### src/rtl/hsv_core_branch_resolve_if.sv
`default_nettype none
// ============================================================================
// Module      : hsv_core_branch_resolve_if
// Description : Bundle between the execute issue side and the branch
//               resolution stage: resolve request, commit record and the
//               predictor-update handshake toward fetch.
//               out_action encoding: 0 = COMMIT_NEXT, 1 = COMMIT_JUMP,
//               2 = COMMIT_EXCEPTION.
// Modports    : slave  - the resolution stage (consumes requests, drives
//                        records and updates)
//               master - the surrounding core / bench
// Revision    : 1.0 - initial release
// ============================================================================
interface hsv_core_branch_resolve_if #(
  parameter int XLEN  = 32,
  parameter int TAG_W = 64
);
  // Resolve request
  logic              valid_i;
  logic [TAG_W-1:0]  in_tag;
  logic [XLEN-1:0]   in_pc;
  logic [XLEN-1:0]   in_pc_increment;
  logic [XLEN-1:0]   in_predicted;
  logic [XLEN-1:0]   in_target;
  logic              in_taken;
  logic              in_link;
  logic              in_cond;
  // Commit record
  logic              valid_o;
  logic [1:0]        out_action;
  logic [TAG_W-1:0]  out_tag;
  logic [XLEN-1:0]   out_result;
  logic [XLEN-1:0]   out_next_pc;
  logic              out_writeback;
  // Predictor update
  logic              upd_valid;
  logic              upd_ready;
  logic [XLEN-1:0]   upd_pc;
  logic [XLEN-1:0]   upd_target;
  logic              upd_taken;
  logic              upd_cond;
  logic              upd_mispredict;
  logic              upd_dropped;

  modport slave (
    input  valid_i, in_tag, in_pc, in_pc_increment, in_predicted, in_target,
           in_taken, in_link, in_cond, upd_ready,
    output valid_o, out_action, out_tag, out_result, out_next_pc, out_writeback,
           upd_valid, upd_pc, upd_target, upd_taken, upd_cond, upd_mispredict,
           upd_dropped
  );

  modport master (
    output valid_i, in_tag, in_pc, in_pc_increment, in_predicted, in_target,
           in_taken, in_link, in_cond, upd_ready,
    input  valid_o, out_action, out_tag, out_result, out_next_pc, out_writeback,
           upd_valid, upd_pc, upd_target, upd_taken, upd_cond, upd_mispredict,
           upd_dropped
  );
endinterface
`default_nettype wire

### src/rtl/hsv_core_branch_resolve.sv
`default_nettype none
// ============================================================================
// Module      : hsv_core_branch_resolve
// Description : Branch/jump resolution stage. Resolves the final PC, flags
//               mispredicts and misaligned targets, carries a commit record
//               through LATENCY register stages and queues predictor-training
//               updates in a small FIFO.
// Ports       : clk_core, rst_core (async, active-high), stall, flush_req,
//               bif (hsv_core_branch_resolve_if.slave): request, record and
//               update handshake.
//               perf_branches / perf_mispredicts only when HSV_BRANCH_PERF_EN
//               is defined.
// Options     : HSV_BRANCH_PERF_EN - saturating branch/mispredict counters.
// Revision    : 1.0 - initial release
// ============================================================================
module hsv_core_branch_resolve #(
  parameter int XLEN      = 32,
  parameter int IALIGN    = 32,
  parameter int LATENCY   = 1,
  parameter int TAG_W     = 64,
  parameter int UPD_DEPTH = 4,
  parameter int CNT_W     = 32
) (
  input  logic                            clk_core,
  input  logic                            rst_core,
  input  logic                            stall,
  input  logic                            flush_req,
  hsv_core_branch_resolve_if.slave        bif
`ifdef HSV_BRANCH_PERF_EN
  ,
  output logic [CNT_W-1:0]                perf_branches,
  output logic [CNT_W-1:0]                perf_mispredicts
`endif
);
  localparam logic [1:0] c_commit_next      = 2'd0;
  localparam logic [1:0] c_commit_jump      = 2'd1;
  localparam logic [1:0] c_commit_exception = 2'd2;
  localparam int         c_ofs_w            = $clog2(IALIGN / 8);
  localparam int         c_aw               = $clog2(UPD_DEPTH);
  localparam int         c_last             = LATENCY - 1;
  localparam logic [c_aw:0] c_ptr_one       = 1;

  // ---------------------------------------------------------------- resolve
  logic [XLEN-1:0] w_final_pc;
  logic            w_mispredict;
  logic            w_misaligned;
  logic [1:0]      w_action;

  always_comb begin
    w_final_pc   = bif.in_taken ? bif.in_target : bif.in_pc_increment;
    w_mispredict = (w_final_pc != bif.in_predicted);
    w_misaligned = bif.in_taken & (bif.in_target[c_ofs_w-1:0] != '0);
    w_action     = c_commit_next;
    if (w_misaligned)      w_action = c_commit_exception;
    else if (w_mispredict) w_action = c_commit_jump;
  end

  // --------------------------------------------------------------- pipeline
  // Besides the visible record, each stage carries pc/taken/cond so the
  // update entry can be built when the record is accepted at the output.
  logic             r_vld   [LATENCY];
  logic [1:0]       r_act   [LATENCY];
  logic [TAG_W-1:0] r_tag   [LATENCY];
  logic [XLEN-1:0]  r_res   [LATENCY];
  logic [XLEN-1:0]  r_npc   [LATENCY];
  logic [XLEN-1:0]  r_pc    [LATENCY];
  logic             r_wb    [LATENCY];
  logic             r_taken [LATENCY];
  logic             r_cond  [LATENCY];

  // Flush beats stall and beats the incoming request.
  always_ff @(posedge clk_core or posedge rst_core) begin
    if (rst_core) begin
      for (int i = 0; i < LATENCY; i++) r_vld[i] <= 1'b0;
    end else if (flush_req) begin
      for (int i = 0; i < LATENCY; i++) r_vld[i] <= 1'b0;
    end else if (!stall) begin
      r_vld[0] <= bif.valid_i;
      for (int i = 1; i < LATENCY; i++) r_vld[i] <= r_vld[i-1];
    end
  end

  always_ff @(posedge clk_core or posedge rst_core) begin
    if (rst_core) begin
      for (int i = 0; i < LATENCY; i++) begin
        r_act[i]   <= c_commit_next;
        r_tag[i]   <= '0;
        r_res[i]   <= '0;
        r_npc[i]   <= '0;
        r_pc[i]    <= '0;
        r_wb[i]    <= 1'b0;
        r_taken[i] <= 1'b0;
        r_cond[i]  <= 1'b0;
      end
    end else if (!stall) begin
      r_act[0]   <= w_action;
      r_tag[0]   <= bif.in_tag;
      r_res[0]   <= bif.in_pc_increment;
      r_npc[0]   <= w_final_pc;
      r_pc[0]    <= bif.in_pc;
      r_wb[0]    <= bif.in_link;
      r_taken[0] <= bif.in_taken;
      r_cond[0]  <= bif.in_cond;
      for (int i = 1; i < LATENCY; i++) begin
        r_act[i]   <= r_act[i-1];
        r_tag[i]   <= r_tag[i-1];
        r_res[i]   <= r_res[i-1];
        r_npc[i]   <= r_npc[i-1];
        r_pc[i]    <= r_pc[i-1];
        r_wb[i]    <= r_wb[i-1];
        r_taken[i] <= r_taken[i-1];
        r_cond[i]  <= r_cond[i-1];
      end
    end
  end

  assign bif.valid_o       = r_vld[c_last];
  assign bif.out_action    = r_act[c_last];
  assign bif.out_tag       = r_tag[c_last];
  assign bif.out_result    = r_res[c_last];
  assign bif.out_next_pc   = r_npc[c_last];
  assign bif.out_writeback = r_wb[c_last];

  // ------------------------------------------------------- predictor update
  logic w_accept;
  logic w_push;
  logic w_push_ok;
  logic w_pop;
  logic w_full;
  logic w_empty;

  logic [c_aw:0]   r_wr_ptr;
  logic [c_aw:0]   r_rd_ptr;
  logic [XLEN-1:0] r_f_pc     [UPD_DEPTH];
  logic [XLEN-1:0] r_f_tgt    [UPD_DEPTH];
  logic            r_f_taken  [UPD_DEPTH];
  logic            r_f_cond   [UPD_DEPTH];
  logic            r_f_misp   [UPD_DEPTH];
  logic            r_dropped;

  assign w_accept  = r_vld[c_last] & ~stall & ~flush_req;
  assign w_push    = w_accept & (r_act[c_last] != c_commit_exception)
                   & (r_cond[c_last] | r_taken[c_last]);
  assign w_empty   = (r_wr_ptr == r_rd_ptr);
  assign w_full    = (r_wr_ptr[c_aw] != r_rd_ptr[c_aw]) &&
                     (r_wr_ptr[c_aw-1:0] == r_rd_ptr[c_aw-1:0]);
  assign w_pop     = ~w_empty & bif.upd_ready;
  // When full, a same-cycle pop frees exactly the slot the push writes.
  assign w_push_ok = w_push & (~w_full | w_pop);

  always_ff @(posedge clk_core or posedge rst_core) begin
    if (rst_core) begin
      r_wr_ptr  <= '0;
      r_rd_ptr  <= '0;
      r_dropped <= 1'b0;
      for (int i = 0; i < UPD_DEPTH; i++) begin
        r_f_pc[i]    <= '0;
        r_f_tgt[i]   <= '0;
        r_f_taken[i] <= 1'b0;
        r_f_cond[i]  <= 1'b0;
        r_f_misp[i]  <= 1'b0;
      end
    end else begin
      r_dropped <= w_push & ~w_push_ok;
      if (w_push_ok) begin
        r_f_pc[r_wr_ptr[c_aw-1:0]]    <= r_pc[c_last];
        r_f_tgt[r_wr_ptr[c_aw-1:0]]   <= r_npc[c_last];
        r_f_taken[r_wr_ptr[c_aw-1:0]] <= r_taken[c_last];
        r_f_cond[r_wr_ptr[c_aw-1:0]]  <= r_cond[c_last];
        r_f_misp[r_wr_ptr[c_aw-1:0]]  <= (r_act[c_last] == c_commit_jump);
        r_wr_ptr <= r_wr_ptr + c_ptr_one;
      end
      if (w_pop) r_rd_ptr <= r_rd_ptr + c_ptr_one;
    end
  end

  assign bif.upd_valid      = ~w_empty;
  assign bif.upd_pc         = r_f_pc[r_rd_ptr[c_aw-1:0]];
  assign bif.upd_target     = r_f_tgt[r_rd_ptr[c_aw-1:0]];
  assign bif.upd_taken      = r_f_taken[r_rd_ptr[c_aw-1:0]];
  assign bif.upd_cond       = r_f_cond[r_rd_ptr[c_aw-1:0]];
  assign bif.upd_mispredict = r_f_misp[r_rd_ptr[c_aw-1:0]];
  assign bif.upd_dropped    = r_dropped;

  // ----------------------------------------------------- perf counters
`ifdef HSV_BRANCH_PERF_EN
  localparam logic [CNT_W-1:0] c_cnt_one = 1;
  logic [CNT_W-1:0] r_perf_br;
  logic [CNT_W-1:0] r_perf_mp;

  always_ff @(posedge clk_core or posedge rst_core) begin
    if (rst_core) begin
      r_perf_br <= '0;
      r_perf_mp <= '0;
    end else begin
      if (w_accept && r_cond[c_last] && !(&r_perf_br))
        r_perf_br <= r_perf_br + c_cnt_one;
      if (w_accept && (r_act[c_last] == c_commit_jump) && !(&r_perf_mp))
        r_perf_mp <= r_perf_mp + c_cnt_one;
    end
  end

  assign perf_branches    = r_perf_br;
  assign perf_mispredicts = r_perf_mp;
`else
  // Counters compiled out: no perf state or ports.
`endif
endmodule
`default_nettype wire
### src/flat_wrapper.sv
// flat-port wrapper written by rule: the top's interface ports become plain ports
module hsv_core_branch_resolve_flat 
#(
  parameter int XLEN      = 32,
  parameter int IALIGN    = 32,
  parameter int LATENCY   = 1,
  parameter int TAG_W     = 64,
  parameter int UPD_DEPTH = 4,
  parameter int CNT_W     = 32
)
  (clk_core, rst_core, stall, flush_req, bif_valid_i, bif_in_tag, bif_in_pc, bif_in_pc_increment, bif_in_predicted, bif_in_target, bif_in_taken, bif_in_link, bif_in_cond, bif_upd_ready, bif_valid_o, bif_out_action, bif_out_tag, bif_out_result, bif_out_next_pc, bif_out_writeback, bif_upd_valid, bif_upd_pc, bif_upd_target, bif_upd_taken, bif_upd_cond, bif_upd_mispredict, bif_upd_dropped);
  hsv_core_branch_resolve_if #(.XLEN(XLEN), .TAG_W(TAG_W)) bif_i ();
  input  logic clk_core;
  input  logic rst_core;
  input  logic stall;
  input  logic flush_req;
  input wire logic [$bits(bif_i.valid_i)-1:0] bif_valid_i;
  input wire logic [$bits(bif_i.in_tag)-1:0] bif_in_tag;
  input wire logic [$bits(bif_i.in_pc)-1:0] bif_in_pc;
  input wire logic [$bits(bif_i.in_pc_increment)-1:0] bif_in_pc_increment;
  input wire logic [$bits(bif_i.in_predicted)-1:0] bif_in_predicted;
  input wire logic [$bits(bif_i.in_target)-1:0] bif_in_target;
  input wire logic [$bits(bif_i.in_taken)-1:0] bif_in_taken;
  input wire logic [$bits(bif_i.in_link)-1:0] bif_in_link;
  input wire logic [$bits(bif_i.in_cond)-1:0] bif_in_cond;
  input wire logic [$bits(bif_i.upd_ready)-1:0] bif_upd_ready;
  output wire logic [$bits(bif_i.valid_o)-1:0] bif_valid_o;
  output wire logic [$bits(bif_i.out_action)-1:0] bif_out_action;
  output wire logic [$bits(bif_i.out_tag)-1:0] bif_out_tag;
  output wire logic [$bits(bif_i.out_result)-1:0] bif_out_result;
  output wire logic [$bits(bif_i.out_next_pc)-1:0] bif_out_next_pc;
  output wire logic [$bits(bif_i.out_writeback)-1:0] bif_out_writeback;
  output wire logic [$bits(bif_i.upd_valid)-1:0] bif_upd_valid;
  output wire logic [$bits(bif_i.upd_pc)-1:0] bif_upd_pc;
  output wire logic [$bits(bif_i.upd_target)-1:0] bif_upd_target;
  output wire logic [$bits(bif_i.upd_taken)-1:0] bif_upd_taken;
  output wire logic [$bits(bif_i.upd_cond)-1:0] bif_upd_cond;
  output wire logic [$bits(bif_i.upd_mispredict)-1:0] bif_upd_mispredict;
  output wire logic [$bits(bif_i.upd_dropped)-1:0] bif_upd_dropped;
  assign bif_i.valid_i = bif_valid_i;
  assign bif_i.in_tag = bif_in_tag;
  assign bif_i.in_pc = bif_in_pc;
  assign bif_i.in_pc_increment = bif_in_pc_increment;
  assign bif_i.in_predicted = bif_in_predicted;
  assign bif_i.in_target = bif_in_target;
  assign bif_i.in_taken = bif_in_taken;
  assign bif_i.in_link = bif_in_link;
  assign bif_i.in_cond = bif_in_cond;
  assign bif_i.upd_ready = bif_upd_ready;
  assign bif_valid_o = bif_i.valid_o;
  assign bif_out_action = bif_i.out_action;
  assign bif_out_tag = bif_i.out_tag;
  assign bif_out_result = bif_i.out_result;
  assign bif_out_next_pc = bif_i.out_next_pc;
  assign bif_out_writeback = bif_i.out_writeback;
  assign bif_upd_valid = bif_i.upd_valid;
  assign bif_upd_pc = bif_i.upd_pc;
  assign bif_upd_target = bif_i.upd_target;
  assign bif_upd_taken = bif_i.upd_taken;
  assign bif_upd_cond = bif_i.upd_cond;
  assign bif_upd_mispredict = bif_i.upd_mispredict;
  assign bif_upd_dropped = bif_i.upd_dropped;
  hsv_core_branch_resolve #(.XLEN(XLEN), .IALIGN(IALIGN), .LATENCY(LATENCY), .TAG_W(TAG_W), .UPD_DEPTH(UPD_DEPTH), .CNT_W(CNT_W)) u_core (.clk_core(clk_core), .rst_core(rst_core), .stall(stall), .flush_req(flush_req), .bif(bif_i));
endmodule
### config.mk
export PLATFORM = sky130hd
export DESIGN_NAME = hsv_core_branch_resolve_flat
export DESIGN_NICKNAME = d
export VERILOG_FILES = /design/src/rtl/hsv_core_branch_resolve_if.sv /design/src/rtl/hsv_core_branch_resolve.sv /design/src/flat_wrapper.sv
export SDC_FILE = /design/constraint.sdc
export NUM_CORES = 1
export LEC_CHECK = 0
export BUFFER_PORTS_ARGS = -buffer_cell sky130_fd_sc_hd__buf_2
export CORE_UTILIZATION = 59
export DETAILED_ROUTE_END_ITERATION = 16
export GPL_TIMING_DRIVEN = 0
export PLACE_DENSITY_LB_ADDON = 0.05
export SLEW_MARGIN = 20
export SYNTH_ARGS = -nofsm -noshare
export SYNTH_HDL_FRONTEND = slang
export SYNTH_SLANG_ARGS = --single-unit
### constraint.sdc
create_clock -name clk_core -period 36.6 [get_ports clk_core]
set_input_delay 5.49 -clock clk_core [delete_from_list [all_inputs] [get_ports clk_core]]
set_output_delay 5.49 -clock clk_core [all_outputs]
set_load 0.005 [all_outputs]
==> results.tsv <==
stage	metric	value	unit
outcome	outcome	finished clean	
yosys	post-synthesis mux area share	36.6	%
floorplan	# IOs	402	
worst_setup_path	CP peak stage delay	0.64	ns
global_routing	met1 usage	35.4	%
sta	worst slew pin tran	0.953	ns
global_routing	vias in the first global route	12600	
yosys	Syn Area/Cell	16.8	um2
worst_setup_path	crit path cell chain	buf_2, clkbuf_1, buf_1, mux4_2, buf_2	
min_path	Hold WC Path Type	reg -> reg	
global_routing	global-route wire length before repair	71000	um
clock_tree	post-CTS setup buffers	0	
yosys	post-synthesis adder-cell area fraction	0.323	%
clock_tree	CTS tree	built	
worst_setup_path	Worst path slowest cell	buf_1	
yosys	Unique masters post-synth	29	
global_routing	GR Util All Layers	27.8	%
clock_tree	clock sinks	441	
floorplan	Starting Density	60.7	%
power_and_ir_drop	pwr/cell area	66.9	nW/um2
floorplan	Die Area	33500	um2
worst_setup_path	crit path max fanout	10	
worst_setup_path	most frequent CP cell	buf_2	
clock_tree	hold buffers post-CTS	0	
clock_tree	root buffer cell	clkbuf_16	
job	max-cap violations	0	
yosys	syn nets	1358	
clock_tree	Post-CTS Resized	0	
yosys	sequential area share after synthesis	57.1	%
yosys	Seq cells post-synth	441	
clock_tree	worst-case clock buffer depth	3	
sta	fin crit period	8.34	ns
yosys	Synth Area in Compound Gates	0.207	%
worst_setup_path	Worst Path Arrival	2.85	ns
finish	share of cells above drive strength 1	60.9	%
detailed_routing	per-cell routed wire length	21.8	um
finish	final instance count without filler cells	2076	
yosys	post-synthesis xor/xnor area fraction	1.84	%
finish	area grow syn2layout	21.5	%
worst_setup_path	Worst Setup End Kind	output pin	
clock_tree	CTS H-tree lvls	2	
worst_setup_path	type of the worst setup path	reg -> out	
floorplan	Site Rows	65	
placement	IO Port Bufs	399	
detailed_routing	Total Wirelength	45200	um
detailed_routing	1st-pass router iterations	4	
clock_tree	CTS buffer count	46	
placement	Post-Place Cells	1990	
sta	worst-case headroom to the max-slew limit	36.5	%
detailed_routing	Antenna Nets Post-Route	0	
yosys	Synth Instances	1152	
finish	final core occ	73.7	%
sta	Max Clock Freq	0.120	GHz
sta	Final TNS setup	0	ns
placement	GPL Wtd Cong	0.788	
detailed_routing	vias per inst	5.48	
detailed_routing	via count	11400	
clock_tree	clock slew at reported path FFs	0.06	ns
sta	Final setup viols	0	
global_routing	met2 Track Usage GR	47.9	%
sta	max-slew violations	0	
power_and_ir_drop	P_leak	12.0	nW
yosys	YS warnings	0	
worst_setup_path	CP Launch Type	flop	
sta	Final Skew	0.0177	ns
yosys	simple-gate share of the synthesized area	1.05	%
sta	unrepaired setup endpoints after global routing	false	
floorplan	height of the die	183	um
sta	Fin. Hold Viols	0	
global_routing	met3 GRT Util	5.38	%
global_routing	GR Overflow Total	0	
detailed_routing	DRC viols	0	
floorplan	Core Footprint	31900	um2
power_and_ir_drop	worst vdd ir	0.0459	mV
finish	Nets	1809	
global_routing	GR peak layer	met2	
floorplan	Die W	183	um
yosys	main combinational cell family by area after synthesis	multiplexers	
global_routing	pin count of the biggest net entering global routing	106	
yosys	Syn Std Cell Area	19300	um2
clock_tree	worst skew pair latency	0.55	ns
placement	Final HPWL DP	32300	um
global_routing	antenna violations before repair	2	
detailed_routing	DRT iter0 DRCs	500	
worst_setup_path	Crit path required time	31.11	ns
sta	Final Cycle Share	22.8	%
cell families after synthesis:
kind of cell,after synthesis
and+or+nand+nor,27
xor gates and xnor gates,39
buffers and inverters,102
muxes,532
adders and majority gates,5
AOI/OAI and AO/OA,6
DFF,441
per-stage QoR:
stage                     worst slack, ns  hold slack, ns  power (mW)  area (um2)
final                               28.26           0.497        1.57       23500
after global routing                28.11           0.515        1.65       23500
after CTS                           28.21           0.502        1.59       23500
after detailed placement            28.47           0.488        1.13       22000
after global placement              14.31           0.482        1.11       21900
after floorplan                     18.82           0.465       0.966       19300
layout make-up:
cell class              instances  area [um2]
diodes                          2        5.00
plain buffers                  67         429
clock buffers                  72        1410
clock inverters                12        87.6
fillers                      2139        8380
inverters                      35         139
multi-input cells             609        7740
flip-flops and latches        441       11000
well taps                     435         544
repair buffers                403        2110
cells in the mapped netlist, drive strengths merged:
cell | number | area [um2]
xnor2 | 38 | 348
o221ai | 1 | 15.0
xor2 | 1 | 8.76
mux2i | 63 | 631
nor3 | 1 | 16.3
mux4 | 67 | 1510
ha | 5 | 62.6
o21ai | 5 | 25.0
dfrtp | 441 | 11000
nand2 | 9 | 66.3
clkbuf | 13 | 48.8
nor3b | 1 | 12.5
nor4 | 9 | 56.3
nand3 | 2 | 10.0
mux2 | 402 | 4940
nor2b | 1 | 6.26
inv | 35 | 131
nand4 | 2 | 12.5
nor2 | 2 | 23.8
buf | 54 | 380
state kept, by name, summed over array words and instances, names as in the netlist:
register,cells
u_core.r_f_taken,4
u_core.bif.out_action,2
u_core.r_pc,32
u_core.bif.out_tag,64
u_core.r_cond,1
u_core.r_f_pc,128
u_core.r_f_misp,4
u_core.r_rd_ptr,3
u_core.bif.out_next_pc,32
u_core.bif.out_writeback,1
u_core.bif.out_result,32
u_core.r_f_tgt,128
u_core.r_taken,1
u_core.r_f_cond,4
u_core.bif.upd_dropped,1
u_core.r_wr_ptr,3
u_core.bif.valid_o,1
where the power goes:
group,switching (mW),internal (mW)
Sequential,0.0744,0.612
Combinational,0.173,0.254
Clock,0.188,0.272
Total,0.436,1.14
layout by cell type (no fill, tap or decap), types with 2 or more instances in the layout:
| master | n |
|---|---|
| buf_1 | 11 |
| buf_16 | 4 |
| buf_2 | 421 |
| buf_4 | 4 |
| buf_6 | 15 |
| buf_8 | 2 |
| clkbuf_1 | 26 |
| clkbuf_16 | 49 |
| clkbuf_8 | 10 |
| clkinv_2 | 10 |
| dfrtp_1 | 441 |
| diode_2 | 2 |
| ha_1 | 5 |
| inv_1 | 34 |
| mux2_2 | 292 |
| mux2_4 | 110 |
| mux2i_1 | 63 |
| mux4_2 | 67 |
| nand2_1 | 4 |
| nand2_4 | 4 |
| nand3_1 | 2 |
| nand4_1 | 2 |
| nor4_1 | 9 |
| o21ai_0 | 5 |
| xnor2_1 | 36 |
| xnor2_2 | 2 |
layer usage:
metal  up-vias  share of wire [%]  routed length (um)
li1       5074                  -                   -
met3        67                4.6                2080
met2       307                 52               23300
met5         -                  0                   0
met4         0                2.7                1220
met1      5938                 41               18600
path summary, 6_finish.rpt:
kind	slack [ns]	depth (start not counted)	start	end
max	28.26	5	u_core.r_rd_ptr[1]	bif_upd_pc[29]
min	0.50	1	u_core.r_wr_ptr[2]	u_core.r_wr_ptr[2]
max reg2reg	34.44	9	u_core.r_rd_ptr[0]	u_core.r_f_pc[22]
min reg2reg	0.50	1	u_core.r_wr_ptr[2]	u_core.r_wr_ptr[2]
max in group asynchronous	30.28	4	rst_core	u_core.r_f_tgt[102]
min in group asynchronous	4.97	2	rst_core	u_core.bif.out_result[27]
worst max-delay path, delay by kind of cell, from the launching register on:
kind                   cells  cell delay, ns
buffers and inverters      4            1.53
DFF                        1            0.34
muxes                      1            0.43
(Power assumes the default switching activity.)
